$ cat config.mk
export PLATFORM = sky130hd
export DESIGN_NAME = l1_refill_ctrl_flat
export DESIGN_NICKNAME = d
export VERILOG_FILES = /design/src/rtl/l1_refill_pkg.sv /design/src/rtl/l1_refill_ctrl_if.sv /design/src/rtl/l1_refill_delay_cnt.sv /design/src/rtl/l1_refill_ctrl.sv /design/src/flat_wrapper.sv
export SDC_FILE = /design/constraint.sdc
export NUM_CORES = 1
export LEC_CHECK = 0
export BUFFER_PORTS_ARGS = -buffer_cell sky130_fd_sc_hd__clkbuf_2
export CORE_ASPECT_RATIO = 0.6
export CORE_MARGIN = 2
export CORE_UTILIZATION = 47
export CTS_BUF_LIST = sky130_fd_sc_hd__clkbuf_8
export CTS_CLUSTER_SIZE = 8
export DETAILED_ROUTE_END_ITERATION = 7
export PLACE_DENSITY_LB_ADDON = 0.08
export SYNTH_ARGS = -nofsm -noshare
export SYNTH_HDL_FRONTEND = slang
export SYNTH_SLANG_ARGS = --single-unit
$ cat constraint.sdc
create_clock -name clk -period 4.6 [get_ports clk]
set_input_delay 0.23 -clock clk [delete_from_list [all_inputs] [get_ports clk]]
set_output_delay 0.23 -clock clk [all_outputs]
set_load 0.02 [all_outputs]
$ cat src/rtl/l1_refill_pkg.sv
// Shared definitions for the L1 miss/refill sequencer.
// Holds default widths and modelled latencies, which the L1/L2 tag units and
// the latency scoreboard reuse. Also holds the controller state enum and the
// helper that picks the fill delay.
package l1_refill_pkg;

  localparam int unsigned ADDR_W_DEF     = 32;
  localparam int unsigned SEG_W_DEF      = 5;
  localparam int unsigned LAT_W_DEF      = 10;

  localparam int unsigned L1_DELAY_DEF   = 1;
  localparam int unsigned L2_DELAY_DEF   = 20;
  localparam int unsigned DRAM_DELAY_DEF = 400;

  typedef enum logic [2:0] {
    ST_IDLE,
    ST_PROBE,
    ST_WAIT,
    ST_FILL,
    ST_DONE
  } state_t;

  // Fill latency of an L1 miss: an L2 hit is served by L2, otherwise by DRAM.
  function automatic int unsigned fill_delay(input logic l2_hit,
                                             input int unsigned l2_delay,
                                             input int unsigned dram_delay);
    return l2_hit ? l2_delay : dram_delay;
  endfunction

endpackage

$ cat src/rtl/l1_refill_ctrl_if.sv
// Bus bundle around the refill controller.
// Groups three things: the coalescer request handshake, the tag-unit
// probe/write signals and the completion handshake.
//   master : the refill controller (drives req_ready, probe_*, tag_*, done_*)
//   slave  : the environment (coalescer, tag unit, completion consumer)
interface l1_refill_ctrl_if
  import l1_refill_pkg::*;
#(
  parameter int unsigned ADDR_W = ADDR_W_DEF,
  parameter int unsigned SEG_W  = SEG_W_DEF,
  parameter int unsigned LAT_W  = LAT_W_DEF
);

  logic              req_valid;
  logic              req_ready;
  logic [ADDR_W-1:0] req_addr;
  logic [SEG_W-1:0]  req_seg;

  logic [ADDR_W-1:0] probe_addr;
  logic [SEG_W-1:0]  probe_seg;
  logic              l1_hit;
  logic              l2_hit;
  logic              tag_stall;
  logic              tag_write;
  logic [ADDR_W-1:0] tag_write_addr;

  logic              done_valid;
  logic              done_ready;
  logic [SEG_W-1:0]  done_seg;
  logic [LAT_W-1:0]  done_latency;

  modport master (
    input  req_valid, req_addr, req_seg, l1_hit, l2_hit, done_ready,
    output req_ready, probe_addr, probe_seg, tag_stall, tag_write,
           tag_write_addr, done_valid, done_seg, done_latency
  );

  modport slave (
    output req_valid, req_addr, req_seg, l1_hit, l2_hit, done_ready,
    input  req_ready, probe_addr, probe_seg, tag_stall, tag_write,
           tag_write_addr, done_valid, done_seg, done_latency
  );

endinterface

$ cat src/rtl/l1_refill_delay_cnt.sv
// Loadable down-counter that models the L2/DRAM fill delay.
//   clk, reset  : clock, synchronous active-high reset
//   en_i        : global enable; when low, the counter holds
//   load_i      : load load_val_i (wins over dec_i)
//   dec_i       : decrement by one, saturating at zero
//   load_val_i  : value to load
//   zero_o      : counter is zero
module l1_refill_delay_cnt #(
  parameter int unsigned LAT_W = 10
) (
  input  logic             clk,
  input  logic             reset,
  input  logic             en_i,
  input  logic             load_i,
  input  logic             dec_i,
  input  logic [LAT_W-1:0] load_val_i,
  output logic             zero_o
);

  logic [LAT_W-1:0] cnt_q;
  logic [LAT_W-1:0] cnt_d;

  // Next count: load, then saturating decrement, otherwise hold.
  always_comb begin
    cnt_d = cnt_q;
    if (en_i) begin
      if (load_i) begin
        cnt_d = load_val_i;
      end else if (dec_i && (cnt_q != '0)) begin
        cnt_d = cnt_q - LAT_W'(1);
      end
    end
  end

  always_ff @(posedge clk) begin
    if (reset) begin
      cnt_q <= '0;
    end else begin
      cnt_q <= cnt_d;
    end
  end

  assign zero_o = (cnt_q == '0);

endmodule

$ cat src/rtl/l1_refill_ctrl.sv
// Single-outstanding miss/refill sequencer for the L1 tag unit.
// It accepts one coalesced segment request and probes the L1 and L2 tags in
// one cycle. On an L1 miss it counts down the L2 or DRAM fill delay, then
// issues one tag write to install the line. Finally it reports the segment
// together with its modelled latency.
//   clk, reset  : clock, synchronous active-high reset
//   pipe_stall  : global stall; freezes state, counter and latched data
//   bus         : request / tag-unit / completion bundle (master side)
module l1_refill_ctrl
  import l1_refill_pkg::*;
#(
  parameter int unsigned ADDR_W     = ADDR_W_DEF,
  parameter int unsigned SEG_W      = SEG_W_DEF,
  parameter int unsigned LAT_W      = LAT_W_DEF,
  parameter int unsigned L1_DELAY   = L1_DELAY_DEF,
  parameter int unsigned L2_DELAY   = L2_DELAY_DEF,
  parameter int unsigned DRAM_DELAY = DRAM_DELAY_DEF
) (
  input  logic             clk,
  input  logic             reset,
  input  logic             pipe_stall,
  l1_refill_ctrl_if.master bus
);

  state_t            state_q;
  logic [ADDR_W-1:0] addr_q;
  logic [SEG_W-1:0]  seg_q;
  logic [LAT_W-1:0]  lat_q;
  logic              req_ready_q;
  logic              tag_stall_q;
  logic              tag_write_q;
  logic              done_valid_q;

  logic              run_c;
  logic              cnt_load_c;
  logic              cnt_zero_c;
  logic [LAT_W-1:0]  fill_lat_c;

  assign run_c      = ~pipe_stall;
  assign fill_lat_c = LAT_W'(fill_delay(bus.l2_hit, L2_DELAY, DRAM_DELAY));
  // The counter is loaded with delay-1 so that WAIT spans exactly `delay` cycles.
  assign cnt_load_c = (state_q == ST_PROBE) && !bus.l1_hit;

  l1_refill_delay_cnt #(
    .LAT_W (LAT_W)
  ) u_delay_cnt (
    .clk        (clk),
    .reset      (reset),
    .en_i       (run_c),
    .load_i     (cnt_load_c),
    .dec_i      (state_q == ST_WAIT),
    .load_val_i (fill_lat_c - LAT_W'(1)),
    .zero_o     (cnt_zero_c)
  );

  // Sequencer; output flags are registered alongside the state they belong to.
  always_ff @(posedge clk) begin
    if (reset) begin
      state_q      <= ST_IDLE;
      addr_q       <= '0;
      seg_q        <= '0;
      lat_q        <= '0;
      req_ready_q  <= 1'b1;
      tag_stall_q  <= 1'b1;
      tag_write_q  <= 1'b0;
      done_valid_q <= 1'b0;
    end else if (run_c) begin
      unique case (state_q)
        ST_IDLE: begin
          if (bus.req_valid) begin
            state_q     <= ST_PROBE;
            addr_q      <= bus.req_addr;
            seg_q       <= bus.req_seg;
            req_ready_q <= 1'b0;
            tag_stall_q <= 1'b0;
          end
        end
        ST_PROBE: begin
          // A repeated-address probe reports a miss; that is refilled like any miss.
          tag_stall_q <= 1'b1;
          if (bus.l1_hit) begin
            state_q      <= ST_DONE;
            lat_q        <= LAT_W'(L1_DELAY);
            done_valid_q <= 1'b1;
          end else begin
            state_q <= ST_WAIT;
            lat_q   <= fill_lat_c;
          end
        end
        ST_WAIT: begin
          if (cnt_zero_c) begin
            state_q     <= ST_FILL;
            tag_stall_q <= 1'b0;
            tag_write_q <= 1'b1;
          end
        end
        ST_FILL: begin
          state_q      <= ST_DONE;
          tag_stall_q  <= 1'b1;
          tag_write_q  <= 1'b0;
          done_valid_q <= 1'b1;
        end
        ST_DONE: begin
          if (bus.done_ready) begin
            state_q      <= ST_IDLE;
            addr_q       <= '0;
            seg_q        <= '0;
            req_ready_q  <= 1'b1;
            done_valid_q <= 1'b0;
          end
        end
        default: begin
          state_q <= ST_IDLE;
        end
      endcase
    end
  end

  // A stall must block the tag unit and the request port in the very cycle it is raised.
  assign bus.req_ready      = req_ready_q & run_c;
  assign bus.tag_stall      = tag_stall_q | pipe_stall;
  assign bus.tag_write      = tag_write_q & run_c;
  assign bus.tag_write_addr = addr_q;
  assign bus.probe_addr     = addr_q;
  assign bus.probe_seg      = seg_q;
  assign bus.done_valid     = done_valid_q;
  assign bus.done_seg       = seg_q;
  assign bus.done_latency   = lat_q;

endmodule

$ cat src/flat_wrapper.sv
// flat-port wrapper written by rule: the top's interface ports become plain ports
module l1_refill_ctrl_flat import l1_refill_pkg::*;
#(
  parameter int unsigned ADDR_W     = ADDR_W_DEF,
  parameter int unsigned SEG_W      = SEG_W_DEF,
  parameter int unsigned LAT_W      = LAT_W_DEF,
  parameter int unsigned L1_DELAY   = L1_DELAY_DEF,
  parameter int unsigned L2_DELAY   = L2_DELAY_DEF,
  parameter int unsigned DRAM_DELAY = DRAM_DELAY_DEF
)
  (clk, reset, pipe_stall, bus_req_valid, bus_req_addr, bus_req_seg, bus_l1_hit, bus_l2_hit, bus_done_ready, bus_req_ready, bus_probe_addr, bus_probe_seg, bus_tag_stall, bus_tag_write, bus_tag_write_addr, bus_done_valid, bus_done_seg, bus_done_latency);
  l1_refill_ctrl_if #(.ADDR_W(ADDR_W), .SEG_W(SEG_W), .LAT_W(LAT_W)) bus_i ();
  input  logic clk;
  input  logic reset;
  input  logic pipe_stall;
  input wire logic [$bits(bus_i.req_valid)-1:0] bus_req_valid;
  input wire logic [$bits(bus_i.req_addr)-1:0] bus_req_addr;
  input wire logic [$bits(bus_i.req_seg)-1:0] bus_req_seg;
  input wire logic [$bits(bus_i.l1_hit)-1:0] bus_l1_hit;
  input wire logic [$bits(bus_i.l2_hit)-1:0] bus_l2_hit;
  input wire logic [$bits(bus_i.done_ready)-1:0] bus_done_ready;
  output wire logic [$bits(bus_i.req_ready)-1:0] bus_req_ready;
  output wire logic [$bits(bus_i.probe_addr)-1:0] bus_probe_addr;
  output wire logic [$bits(bus_i.probe_seg)-1:0] bus_probe_seg;
  output wire logic [$bits(bus_i.tag_stall)-1:0] bus_tag_stall;
  output wire logic [$bits(bus_i.tag_write)-1:0] bus_tag_write;
  output wire logic [$bits(bus_i.tag_write_addr)-1:0] bus_tag_write_addr;
  output wire logic [$bits(bus_i.done_valid)-1:0] bus_done_valid;
  output wire logic [$bits(bus_i.done_seg)-1:0] bus_done_seg;
  output wire logic [$bits(bus_i.done_latency)-1:0] bus_done_latency;
  assign bus_i.req_valid = bus_req_valid;
  assign bus_i.req_addr = bus_req_addr;
  assign bus_i.req_seg = bus_req_seg;
  assign bus_i.l1_hit = bus_l1_hit;
  assign bus_i.l2_hit = bus_l2_hit;
  assign bus_i.done_ready = bus_done_ready;
  assign bus_req_ready = bus_i.req_ready;
  assign bus_probe_addr = bus_i.probe_addr;
  assign bus_probe_seg = bus_i.probe_seg;
  assign bus_tag_stall = bus_i.tag_stall;
  assign bus_tag_write = bus_i.tag_write;
  assign bus_tag_write_addr = bus_i.tag_write_addr;
  assign bus_done_valid = bus_i.done_valid;
  assign bus_done_seg = bus_i.done_seg;
  assign bus_done_latency = bus_i.done_latency;
  l1_refill_ctrl #(.ADDR_W(ADDR_W), .SEG_W(SEG_W), .LAT_W(LAT_W), .L1_DELAY(L1_DELAY), .L2_DELAY(L2_DELAY), .DRAM_DELAY(DRAM_DELAY)) u_core (.clk(clk), .reset(reset), .pipe_stall(pipe_stall), .bus(bus_i));
endmodule
==> After elaboration in Yosys (flattened, before gate mapping) <==
Cells that the tools add are included.
{ "word_totals": {"regBits": 64, "word_cells": 67, "inputBits": 44, "out_inout_bits": 88} }
{ "op_classes": {"addsub": 2, "bitwise": 4, "n_reduce_logical": 19, "mux": 25, "eq_ne": 8} }
{ "ops": {"columns": ["operator", "count"], "rows": [
  ["$mux W32", 2],
  ["$pmux W32 S2", 1],
  ["$mux W10", 3],
  ["$sub A10 B1 Y10 const B", 2],
  ["$reduce_and A4 Y1", 4],
  ["$pmux W3 S5", 1],
  ["$mux W3", 4],
  ["$logic_not A10 Y1", 1],
  ["$mux W5", 2],
  ["$pmux W5 S2", 1],
  ["$reduce_bool A10 Y1", 1],
  ["$mux W9", 1],
  ["$eq A3 B2 Y1 const B", 2],
  ["$mux W1", 6],
  ["$ne A2 B2 Y1 const B", 3],
  ["$pmux W1 S3", 2],
  ["$reduce_bool A2 Y1", 3],
  ["$reduce_bool A3 Y1", 2],
  ["$pmux W1 S2", 2],
  ["$reduce_and A2 Y1", 2],
  ["$eq A3 B1 Y1 const B", 1],
  ["$eq A3 B3 Y1 const B", 1],
  ["$logic_not A3 Y1", 1],
  ["$reduce_and A3 Y1", 1],
  ["7 further kinds", 9]
]} }

==> Logic depth before layout (Yosys ltp) <==
{ "logic_depth": {"word_depth": 4, "depth_mapped": 7} }

==> Cells and area by module <==
Synthesis repeated with hierarchy kept, for this count alone.
{ "unflattened": {"hier_cells": 361, "area_unflattened_um2": 2951.6} }
{ "by_module_without_submodules": {"columns": ["module", "instances", "area_per_inst_um2", "cells_each"], "rows": [
  ["l1_refill_ctrl", 1, 2274.7, 275],
  ["l1_refill_delay_cnt", 1, 676.9, 86]
]} }

==> Worst setup path before layout <==
Ideal clock, no wire load.
{ "synth_path": {"path_kind": "register -> register", "startpoint": "register u_core.state_q[1]", "endpoint": "register u_core.u_delay_cnt.cnt_q[6]", "stages_incl_launch_ff": 6, "period_less_slack_ns": 1.551, "slack_ns": 3.049, "path_buffers": 1, "t_arrival_ns": 1.435, "required_time_ns": 4.484, "path_cell_list": "dfxtp_1 > or4b_1 > buf_4 > nor2_2 > a211oi_1 > a31o_2"} }
{ "synth_via": {"elab_chain_len": 4} }
{ "synth_rtl": {"columns": ["element", "line", "source"], "rows": [
  ["start, declared", "l1_refill_ctrl.sv:25", "state_t state_q;"],
  ["start signal, assigned", "l1_refill_ctrl.sv:59", "state_q <= ST_IDLE;"],
  ["start signal, assigned", "l1_refill_ctrl.sv:71", "state_q <= ST_PROBE;"],
  ["start signal, assigned", "l1_refill_ctrl.sv:82", "state_q <= ST_DONE;"],
  ["$eq A3 B2 Y1 / $eq A3 B1 Y1 (equally long branches)", "l1_refill_ctrl.sv:51, l1_refill_ctrl.sv:42", null],
  ["$logic_and A1 B1 Y1, on equally long branches", "l1_refill_delay_cnt.sv:29, l1_refill_ctrl.sv:42", null],
  ["$reduce_bool A2 Y1 (no source line)", null, null],
  ["$reduce_and A2 Y1 (no source line)", null, null],
  ["end signal, assigned", "l1_refill_delay_cnt.sv:39", "cnt_q <= cnt_d;"],
  ["end, declared", "l1_refill_delay_cnt.sv:20", "logic [LAT_W-1:0] cnt_q;"]
]} }
Parallel ways exist; a longest one is shown, timed or not.
A chain may end at the register's enable or synchronous reset.

==> Worst setup path after layout <==
{ "layout_path": {"startpoint": "register u_core.state_q[0]", "endpoint": "register u_core.u_delay_cnt.cnt_q[6]"} }
Same word-level chain as after synthesis.

==> summary.txt <==
Clock tree
  • CTS H-tree depth: 3
  • Total CTS buffers: 9
  • Clock-pin slew on the worst setup and hold paths: 0.07 ns
  • Worst-Skew Late Latency: 0.34 ns
  • CTS tree: built
  • Clk sinks: 58
  • Cts repair resizes: 0
  • CTS hold repair buffers: 0
  • Postcts setup bufs: 0
  • Clk Tree Root Cell: clkbuf_8
  • Max clock buf depth: 2

Detailed routing
  • Initial DRC count: 212
  • DRC Markers: 0
  • Routed len/inst: 14.1 um
  • Final WL: 7140 um
  • Avg Vias per Cell: 5.27
  • DRT antenna net count: 0
  • Initial DRT Pass Iterations: 4
  • Via count: 2679

Cells and area
  • Layout Cells excl Fill: 508
  • Layout Utilization: 59.2%
  • Multi-input gate area: 1260 sq um
  • FF+latch area: 1160 sq um
  • Layout cell share with drive strength beyond 1: 37.4%
  • Post-layout instance area: 3380 sq um
  • Fin nets: 467
  • Syn-to-layout area delta: 18.5%
  • Antenna cells: 0
  • Layout fillers: 538

Floorplanning
  • Ports: 132
  • # rows: 21
  • Die X: 105 um
  • Die H: 64.3 um
  • CORE AREA: 5700 sq um
  • Initial Util: 50.0%
  • Die area: 6730 sq um

Worst setup path
  • Buf/Inv on CP: 0
  • CP arrival: 2.29 ns
  • WP data required: 4.82 ns
  • RR Endpoint: u_core.u_delay_cnt.cnt_q[6]
  • Max stage delay on crit path: 0.71 ns
  • Critical path launch point type: register
  • R2R cell count: 4
  • Worst setup path class: register to register
  • Critical R2R Launch: u_core.state_q[0]
  • CP cell instances: or4b_1, nor2_2, a211oi_1, a31o_2
  • CP max stage cell: or4b_1
  • CP max FO: 15
  • CP Capture Type: register
  • R2R Setup Slk: 2.54 ns
  • CP delay by family, top: simple AND/OR/NAND/NOR gates

Yosys
  • Synth Register Bits: 58
  • Unique masters post-synth: 54
  • Post-Synthesis Cells: 346
  • FFs w/ async S/R, synth: 0%
  • Mapped Avg Cell Area: 8.24 sq um
  • Post-synth EDFFs: 0
  • Most used DFF post-synth: dfxtp_1
  • Post-synthesis cell area: 2850 sq um
  • Seq/Total Area, Yosys: 40.7%
  • Synth warn: 0

Timing
  • Final Setup Violations: 0
  • Slew headroom: 59.7%
  • Worst Skew: 0.00675 ns
  • Min Clock Period, post-route: 2.06 ns
  • RSZ-0062 raised after global routing: no
  • Fmax: 0.484 GHz
  • Hold Violations, Final: 0
  • Setup_tns: 0 ns
  • Worst slew pin tran: 0.604 ns
  • Final setup margin: 2.54 ns
  • Slew Limit Fails: 0
  • Final period utilization: 44.9%
  • Hold slack: 0.121 ns

Placement
  • Port-buffer cells: 126
  • Post-detail-place hpwl: 4880 um
  • Dpl ws: 2.58 ns
  • Post-Place Cells: 492
  • Area after DPL: 3190 sq um
  • Final GP Congestion: 0.902

Global route
  • First-pass GRT wire length: 11700 um
  • Total congestion overflow: 0
  • Vias in the first global route: 2362
  • Total Routing Usage GR: 21.6%
  • Largest net degree at the start of global routing: 58
  • Initial antenna violation count: 0

Min path
  • Hold wc startpoint: bus_req_seg[4]
  • Hold path depth: 3
  • Worst Hold Class: primary input to register
  • Hold EP: u_core.bus.done_seg[4]

Power
  • Clk network pwr share: 35.0%
  • Sw frac: 31.9%
  • PwrDens: 377 nW/um^2
  • Total power: 1.27 mW
  • Peak supply drop: 0.000185 V
  • Gate power share: 20.6%
  • Leakage: 1.50 nW
  • Flop pwr share: 44.4%
  • Switching Power: 405 uW
  • Power Internal: 867 uW

Outcome
  • Status: complete, no violations

Job
  • Max-Cap Viols: 0
-- cells in the mapped netlist, drive strengths merged (2+ instances only) --
library cell	number	area, sq um
or4	2	18.8
buf	56	389
o211a	2	20.0
o32ai	3	26.3
dfxtp	58	1160
clkbuf	12	45.0
a21oi	43	215
a31o	3	26.3
nor2	19	83.8
nor3b	4	30.0
a211oi	4	35.0
nor4	5	61.3
inv	3	11.3
nor3	6	35.0
a31oi	5	31.3
or3	2	12.5
a311oi	3	32.5
nor4b	2	38.8
nand3	38	190
nand2	47	176
o211ai	3	22.5
nor2b	3	18.8
o21ai	3	15.0
-- worst max-delay path by stage --
stage / startpoint / endpoint / slack [ns] / cells past startpoint
2_1_floorplan: u_core.state_q[1] / u_core.u_delay_cnt.cnt_q[6] / 3.05 / 5
3_3_place_gp: u_core.state_q[0] / u_core.u_delay_cnt.cnt_q[6] / 2.62 / 4
3_5_place_dp: u_core.state_q[0] / u_core.u_delay_cnt.cnt_q[4] / 2.58 / 4
4_1_cts: u_core.state_q[0] / u_core.u_delay_cnt.cnt_q[6] / 2.56 / 4
5_1_grt: u_core.state_q[0] / u_core.u_delay_cnt.cnt_q[7] / 2.39 / 4
6_report: u_core.state_q[0] / u_core.u_delay_cnt.cnt_q[6] / 2.54 / 4
-- kinds of logic after synthesis --
logic type      after synthesis  synth area share [%]
other cells                   1                 0.132
simple gates                135                  25.3
flops                        58                  40.7
compound gates               79                  17.7
buf+inv                      72                  15.8
mux                           1                 0.351
-- metal layers --
layer  GRT usage (%)  wire length, um
met3            7.86              674
met1            28.4             3330
met5               0                0
met2            33.5             3090
met4            5.57               53
-- worst register-to-register path: stages, from the launching register on --
cell and delay [ns]:
dfxtp_1 0.63, or4b_1 0.72, nor2_2 0.28, a211oi_1 0.08
a31o_2 0.24
-- state kept, by name, indices dropped and copies added, names as in the netlist --
register	count
u_core.bus.done_latency	4
u_core.bus.done_seg	5
u_core.bus.done_valid	1
u_core.bus.probe_addr	32
u_core.req_ready_q	1
u_core.state_q	3
u_core.tag_stall_q	1
u_core.tag_write_q	1
u_core.u_delay_cnt.cnt_q	10
-- layout by cell type (no fill, tap or decap), types with 2 or more instances in the layout --
master    instances
nor2_1           16
nand2_1          47
nor3b_1           4
clkbuf_2        126
o211ai_1          3
nor3_1            5
inv_1             4
conb_1            5
or3_1             2
nor4_1            3
nor2_2            2
o211a_1           2
a21oi_1          43
dfxtp_1          58
a31o_2            2
a31oi_1           5
clkbuf_8          9
clkinv_2          4
buf_4             4
a311oi_1          2
nor2b_1           3
nand3_1          38
o32ai_1           3
a211oi_1          3
o21ai_0           3
nor4_4            2
-- area by class of cell --
class	count	share of cell area, %
Clock buffer	9	3.67
Clock inverter	7	1.81
Inverter	4	0.444
Multi-Input combinational cell	220	37.2
Sequential cell	58	34.4
Tap cell	80	2.96
Timing Repair Buffer	130	19.6
-- power by group through the flow --
stage / registers, mW / logic (mW) / clock network [mW]
6_report: 0.565 / 0.262 / 0.445
5_1_grt: 0.570 / 0.286 / 0.476
4_1_cts: 0.565 / 0.262 / 0.457
3_5_place_dp: 0.575 / 0.261 / 0
3_3_place_gp: 0.574 / 0.261 / 0
2_1_floorplan: 0.592 / 0.187 / 0
No activity file was read; power rests on OpenSTA's default activity.
